### src/rtl/md5_match_array.sv
// md5_match_array: tags candidates issued to a pipelined md5core and checks each returned digest
// against NUM_TARGETS targets, reporting the first hit. Optional: MD5_MATCH_ARRAY_STOP_ON_MATCH_EN.
module md5_match_array #(
  parameter int unsigned MSG_WIDTH   = 152,
  parameter int unsigned NUM_TARGETS = 4,
  parameter int unsigned TAG_DEPTH   = 128,
  parameter int unsigned SEQ_WIDTH   = 16
) (
  input  logic                       clk,
  input  logic                       reset,
  input  logic                       start,
  input  logic [SEQ_WIDTH-1:0]       num_msgs,
  input  logic [128*NUM_TARGETS-1:0] target_hash,
  input  logic [MSG_WIDTH-1:0]       msg_in,
  input  logic                       msg_valid,
  output logic                       msg_ready,
  output logic [MSG_WIDTH-1:0]       md5_msg,
  output logic                       md5_msg_valid,
  input  logic [31:0]                a_ret,
  input  logic [31:0]                b_ret,
  input  logic [31:0]                c_ret,
  input  logic [31:0]                d_ret,
  input  logic [MSG_WIDTH-1:0]       md5_msg_ret,
  input  logic                       md5_msg_ret_valid,
  output logic                       busy,
  output logic                       done,
  output logic                       match,
  output logic [3:0]                 match_idx,
  output logic [SEQ_WIDTH-1:0]       match_seq,
  output logic [MSG_WIDTH-1:0]       match_msg,
  output logic [31:0]                hash_count,
  output logic                       err_underflow
);

  localparam int unsigned AW = $clog2(TAG_DEPTH);

  typedef enum logic [1:0] {IDLE, RUN, DRAIN, DONE} state_t;

  state_t               state_q, state_d;
  logic [SEQ_WIDTH-1:0] num_q, issued_q, returned_q;
  logic [SEQ_WIDTH-1:0] tag_mem [TAG_DEPTH];
  logic [AW:0]          wr_ptr_q, rd_ptr_q;
  logic                 fifo_empty, fifo_full;
  logic                 accept, ret_live, pop, underflow, stop_issue;
  logic                 hit;
  logic [3:0]           hit_idx;
  logic [127:0]         digest;

  assign fifo_empty = (wr_ptr_q == rd_ptr_q);
  assign fifo_full  = (wr_ptr_q[AW] != rd_ptr_q[AW]) && (wr_ptr_q[AW-1:0] == rd_ptr_q[AW-1:0]);

`ifdef MD5_MATCH_ARRAY_STOP_ON_MATCH_EN
  assign stop_issue = match;
`else
  assign stop_issue = 1'b0;
`endif

  assign msg_ready = (state_q == RUN) && !fifo_full && (issued_q < num_q) && !stop_issue;
  assign accept    = msg_valid && msg_ready;
  assign ret_live  = md5_msg_ret_valid && (state_q != IDLE);
  assign pop       = ret_live && !fifo_empty;
  assign underflow = ret_live && fifo_empty;
  assign digest    = {a_ret, b_ret, c_ret, d_ret};

  // Scan upward and keep the first equal slot so the lowest index wins.
  always_comb begin
    hit     = 1'b0;
    hit_idx = '0;
    for (int unsigned i = 0; i < NUM_TARGETS; i++) begin
      if (!hit && (digest == target_hash[128*i +: 128])) begin
        hit     = 1'b1;
        hit_idx = i[3:0];
      end
    end
  end

  always_comb begin
    state_d = state_q;
    busy    = 1'b0;
    done    = 1'b0;
    case (state_q)
      IDLE:  if (start) state_d = RUN;
      RUN: begin
        busy = 1'b1;
        if ((issued_q == num_q) || stop_issue) state_d = DRAIN;
      end
      DRAIN: begin
        busy = 1'b1;
        if (returned_q == issued_q) state_d = DONE;
      end
      DONE: begin
        done    = 1'b1;
        state_d = IDLE;
      end
      default: state_d = IDLE;
    endcase
  end

  always_ff @(posedge clk) begin
    if (accept) tag_mem[wr_ptr_q[AW-1:0]] <= issued_q;
  end

  always_ff @(posedge clk) begin
    if (reset) begin
      state_q       <= IDLE;
      num_q         <= '0;
      issued_q      <= '0;
      returned_q    <= '0;
      wr_ptr_q      <= '0;
      rd_ptr_q      <= '0;
      md5_msg       <= '0;
      md5_msg_valid <= 1'b0;
      match         <= 1'b0;
      match_idx     <= '0;
      match_seq     <= '0;
      match_msg     <= '0;
      hash_count    <= '0;
      err_underflow <= 1'b0;
    end else begin
      state_q       <= state_d;
      md5_msg_valid <= accept;
      if (accept) md5_msg <= msg_in;
      if ((state_q == IDLE) && start) begin
        num_q         <= num_msgs;
        issued_q      <= '0;
        returned_q    <= '0;
        match         <= 1'b0;
        match_idx     <= '0;
        match_seq     <= '0;
        match_msg     <= '0;
        hash_count    <= '0;
        err_underflow <= 1'b0;
      end
      if (accept) begin
        issued_q <= issued_q + 1'b1;
        wr_ptr_q <= wr_ptr_q + 1'b1;
      end
      if (pop) begin
        rd_ptr_q   <= rd_ptr_q + 1'b1;
        returned_q <= returned_q + 1'b1;
      end
      if (ret_live)  hash_count    <= hash_count + 32'd1;
      if (underflow) err_underflow <= 1'b1;
      // An underflowed result has no tag, so it is counted but never compared.
      if (pop && hit && !match) begin
        match     <= 1'b1;
        match_idx <= hit_idx;
        match_seq <= tag_mem[rd_ptr_q[AW-1:0]];
        match_msg <= md5_msg_ret;
      end
    end
  end

endmodule

### config.mk
export PLATFORM = sky130hd
export DESIGN_NAME = md5_match_array
export DESIGN_NICKNAME = d
export VERILOG_FILES = /design/src/rtl/md5_match_array.sv
export SDC_FILE = /design/constraint.sdc
export NUM_CORES = 2
export LEC_CHECK = 0
export BUFFER_PORTS_ARGS = -buffer_cell sky130_fd_sc_hd__buf_2
export CAP_MARGIN = 20
export CORE_AREA = 3 3 518 520
export DETAILED_ROUTE_END_ITERATION = 8
export DIE_AREA = 0 0 521 523
export GPL_TIMING_DRIVEN = 0
export PLACE_DENSITY = 0.55
export SLEW_MARGIN = 15
export SYNTH_ARGS = -nofsm -noshare
export SYNTH_HDL_FRONTEND = slang
export SYNTH_SLANG_ARGS = --single-unit
### constraint.sdc
create_clock -name clk -period 5.3 [get_ports clk]
set_input_delay 0.795 -clock clk [delete_from_list [all_inputs] [get_ports clk]]
set_output_delay 0.795 -clock clk [all_outputs]
set_load 0.01 [all_outputs]
## Word level (Yosys, flattened, before mapping)

Memories as Yosys holds them, arrays and structs flattened. A register that Yosys moved wholly into a read port is not among the register bits.
Cells that the tools add are included.

- Register bits after elaboration: 425
- Memories kept: 1
- Word-level logic and storage cells: 94
- Output and inout bits: 362
- Input port bits: 965
- Memory bits (writable): 2048

- Muxes and demuxes: 30
- Reductions and logical operators: 28
- Equal/unequal tests: 15
- Magnitude comparators: 1
- Add/sub/neg operators: 5

Memories:

| memory | words | width | rd ports | clocked after Yosys merged registers in | wr ports | RTL line | RTL |
|---|---|---|---|---|---|---|---|
| tag_mem | 128 | 16 | 1 | 1 | 1 | 41 | `logic [SEQ_WIDTH-1:0] tag_mem [TAG_DEPTH];` |

Operator list:

| cell | count |
|---|---|
| $eq A128 B128 Y1 | 4 |
| $mux W152 | 2 |
| $mux W16 | 4 |
| $mux W32 | 2 |
| $add A16 B1 Y16 const B | 2 |
| $add A32 B1 Y32 const B | 1 |
| $eq A16 B16 Y1 | 2 |
| $add A8 B1 Y8 const B | 2 |
| $lt A16 B16 Y1 | 1 |
| $mux W7 | 2 |
| $logic_and A1 B1 Y1 | 13 |
| $mux W1 | 12 |
| $mux W4 | 3 |
| $reduce_bool A2 Y1 | 6 |
| $eq A8 B8 Y1 | 1 |
| $mux W2 | 4 |
| $pmux W2 S4 | 1 |
| $eq A7 B7 Y1 | 1 |
| $logic_not A1 Y1 | 6 |
| $eq A2 B2 Y1 const B | 2 |
| $ne A2 B2 Y1 const B | 2 |
| $reduce_and A3 Y1 | 1 |
| $eq A2 B1 Y1 const B | 1 |
| $logic_not A2 Y1 | 1 |
| 3 further kinds | 3 |

## Longest topological paths before layout

- Word-level depth: 14
- Depth in mapped cells: 14
- Gate-level depth less buffers: 10

## Worst setup path after synthesis

Ideal clock, no wire load.

- Kind: flip-flop to flip-flop
- Start: register issued_q[9]
- End: memory tag_mem[127][0] (enable)
- Buffers on the path: 3
- Data required time: 4891 ps
- Data arrival time: 5369 ps
- Path slack: -478 ps
- Cell stages (with the launch flop): 13
- Clock period less this slack: 5778 ps
- Setup time: 409 ps
- Cell sequence: dfxtp_1 > ha_1 > a21o_1 > a21o_1 > a21o_1 > a21oi_1 > o221a_2 > and3_1 > clkbuf_1 > buf_2 > clkbuf_1 > nand2_1 > nor3_1

- Cells in the longest elaborated chain, start to end: 5

RTL lines:

| what | RTL line | RTL |
|---|---|---|
| start: declaration | 40 | `logic [SEQ_WIDTH-1:0] num_q, issued_q, returned_q;` |
| start signal: assignment | 135 | `issued_q <= issued_q + 1'b1;` |
| $lt A16 B16 Y1 | 58 | `assign msg_ready = (state_q == RUN) && !fifo_full && (issued_q < num_q) && !stop_issue;` |
| $logic_and A1 B1 Y1 | 58 |  |
| $logic_and A1 B1 Y1 | 59 | `assign accept = msg_valid && msg_ready;` |
| $mux W1 | 100 | `if (accept) tag_mem[wr_ptr_q[AW-1:0]] <= issued_q;` |
| $mux W1 (not written as such) | 100 |  |
| end: declaration | 41 |  |

Every way passes these cells.

## Worst setup path in the final report

- Start: input port a_ret[6]
- End: register match_seq[1]

- Cells in the longest elaborated chain, start to end: 14

RTL lines:

| what | RTL line | RTL |
|---|---|---|
| start: declaration | 19 | `input logic [31:0] a_ret,` |
| $eq A128 B128 Y1 | 70 | `if (!hit && (digest == target_hash[128*i +: 128])) begin` |
| $mux W1 | 70 |  |
| $logic_not A1 Y1 | 70 |  |
| $logic_and A1 B1 Y1 | 70 |  |
| $mux W1 | 70 |  |
| $logic_not A1 Y1 | 70 |  |
| $logic_and A1 B1 Y1 | 70 |  |
| $mux W1 | 70 |  |
| $logic_not A1 Y1 | 70 |  |
| $logic_and A1 B1 Y1 | 70 |  |
| $mux W1 (*) | 70 |  |
| $logic_and A1 B1 Y1 (*) (2 in series) | 145 | `if (pop && hit && !match) begin` |
| $mux W16 or $reduce_bool A2 Y1 (tied branches) | - |  |
| end signal: assignment | 148 | `match_seq <= tag_mem[rd_ptr_q[AW-1:0]];` |
| end: declaration | 29 | `output logic [SEQ_WIDTH-1:0] match_seq,` |

Mark *: on every way between the ends. The rest lies on a longest branch, timed or not.
A chain may end at the register's enable or synchronous reset.

==> flow_summary.toml <==
[die]
start_util_pct = 38.5
die_h_um = 523
die_w_um = 521
dieArea_um2 = 272000
rows = 189
coreArea_um2 = 265000
io_pins = 1327

[yosys]
synth_edf_count = 2048
synth_warnings = 0
postSynth.asyncResetShare_pct = 0
syn_area_um2 = 102000
ys_types = 73
synth_cells = 6395
ys_seq_area_share_pct = 68.7
ys_ff_latch = 2478
avgSynthCellArea_um2 = 15.9
synth_ff_type = "edfxtp_1"

[setup_path]
critPathKind = "in2reg"
arrival_ps = 6430
critPathMaxStageDelay_ps = 1270
path_buf_inv = 4
worstPathRequired_ps = 6000
timing.critical_path.to_type = "flop"
critPathMaxFanout = 10
crit_slowest_cell = "xnor2_1"
rrSetupSlack_ps = -350
cp-start-kind = "primary input"
critical-path-top-delay-family = "simple AND/OR/NAND/NOR gates"
critical_path.most_common_cell = "buf_2"
cp_cell_sequence = "buf_2, xnor2_1, nand4_1, nor4_1, buf_2, nand4_1, nor2_1, o41ai_2, buf_6, buf_2, a221oi_2, a211oi_1"

[sta]
tightest_slew_ps = 1510
finClkSkew_ps = 61.8
timing.final.crit_period_ps = 5740
fmax_ghz = 0.174
fin_ws_ps = -437
final_hold_viol_count = 0
setup_viol = 160
post-route-period-util_pct = 108
slew_violations = 2
max-slew-margin-rel_pct = -1.69

[clock_network]
htree_levels = 5
cts_root_buf = "clkbuf_16"
cts_buffers = 283
path_clk_slew_ps = 70
cts_sinks = 2478
worstSkewPairLatency_ps = 900
clock_path_buffers = 4
ctsHoldBuffers = 0
cts_tree = "built"

[grt]
grt_max_degree = 83
antenna_found_initial = 280
grt-ovfl-total = 0
grt_pass1_wl_mm = 797
grt.total_usage_pct = 46.5
grt_pass1_vias = 69906

[hold_path]
min_path_type = "in2reg"

[routing]
firstDrtPassIters = 7
wl_per_cell_um = 54.2
via_count = 78864
ant_nets = 0
drt_wl_total_mm = 650
vias_per_cell = 6.57
drc_errors = 0
drt_iter0_drc = 14966

[cells_and_area]
area_growth_syn_to_layout_pct = 24.5
fin_cells = 12010
drive_above_1_share_pct = 33.6
final_cell_mix = "edfxtp_1 (2048), buf_2 (1360), nand2_1 (520), mux4_2 (490), dfxtp_1 (414)"
nets = 9148
fillers = 23105
final_design_area_no_fill_um2 = 127000
final_common_cell = "edfxtp_1"

[placed_design]
gp_congestion = 1.08
place_area_um2 = 117000
dp_cells = 11356
dpl.hpwl_mm = 503
numPortBuffers = 1285
place_ws_ps = -1200

[power]
peakVddDrop_uv = 286
p_leak_nw = 46.9
cellPowerDensity_nw_per_um2 = 362

[status]
status = "finished with violations"
violations = "max-capacitance violations, max-slew violations, negative setup slack"

[flow_run]
drv.max_cap_violation_count = 2
[power by group]
| part | total (mW) | leakage, nW | switching, mW | internal [mW] |
|---|---|---|---|---|
| Clock | 19.5 | 4.36 | 8.28 | 11.2 |
| Combinational | 5.14 | 16.2 | 3.85 | 1.29 |
| Sequential | 21.3 | 26.3 | 0.232 | 21.1 |
[cells in the mapped netlist (all sizes together) (64+ instances only)]
cell / n / area, µm²
nand2: 520 / 1950
nand3: 255 / 1280
nor4: 64 / 415
xnor2: 410 / 3590
a21oi: 405 / 2030
dfxtp: 430 / 8610
buf: 191 / 1250
mux2i: 162 / 1620
edfxtp: 2048 / 61500
clkbuf: 210 / 788
xor2: 131 / 1150
nand2b: 161 / 1010
mux4: 490 / 11000
nand4: 131 / 820
nor2: 241 / 905
[through the flow]
step                      utilization (%)  power (mW)  hold slack (ps)  TNS [ps]
after global placement               42.6        26.4              446  -8126580
final                                48.0        45.9              139    -21860
after detailed placement             44.2        26.5              444   -232680
after global routing                 47.9        46.6              136     -1.63
after CTS                            47.8        45.6              101         0
after floorplan                         -        23.4              436         0
[repair_timing]
action                                  CTS  global route
buffers inserted                         36            10
pin swaps                                20             7
endpoints found under the setup margin  748           327
resized for setup                        14            12
[kinds of logic after synthesis]
group / share of synthesized area (%)
flops: 68.7
mux: 12.7
xor+xnor: 4.65
other cells: 0.00368
compound gates: 4.19
simple gates: 7.24
fa+ha+maj: 0.307
buf+inv: 2.13
[final timing paths]
path	cells after the start	startpoint	endpoint
min	3	msg_in[95]	md5_msg[95]
max reg2reg	9	flop	match_seq[5]
max	12	a_ret[6]	match_seq[1]
min reg2reg	2	md5_msg[49]	md5_msg[49]
[worst min-delay path, cell delays in order]
cell     delay [ps]
buf_2           100
nand2_1          40
a21oi_1          50
[cell type report]
class                      count  area, µm²  area share [%]
timing repair buffer        1477      10100            7.98
clock buffer                 382       7830            6.17
inverter                      35        134           0.105
buffer                       401       2160            1.71
sequential                  2478      70200            55.3
clock inverter               115       1070           0.845
antenna                      107        268           0.211
tap                         3533       4420            3.48
multi-input combinational   3482      30800            24.2
[metal layers]
layer  track usage, %  wire length (µm)  vias up
met3             26.8            112000     1605
met5             1.42              1170        -
li1                 -                 -    28401
met4             25.7             45300       96
met1             59.5            239000    41065
met2             61.2            253000     7697
[registers in the layout, indices dropped and copies added, names as in the netlist, 8 cells and up, named ones only]
signal      count
tag_mem      2048
returned_q     16
wr_ptr_q        8
rd_ptr_q        8
match_msg     152
hash_count     32
match_seq      16
issued_q       16
md5_msg       152
num_q          16
Note: power is estimated with default switching activity, not from simulation.
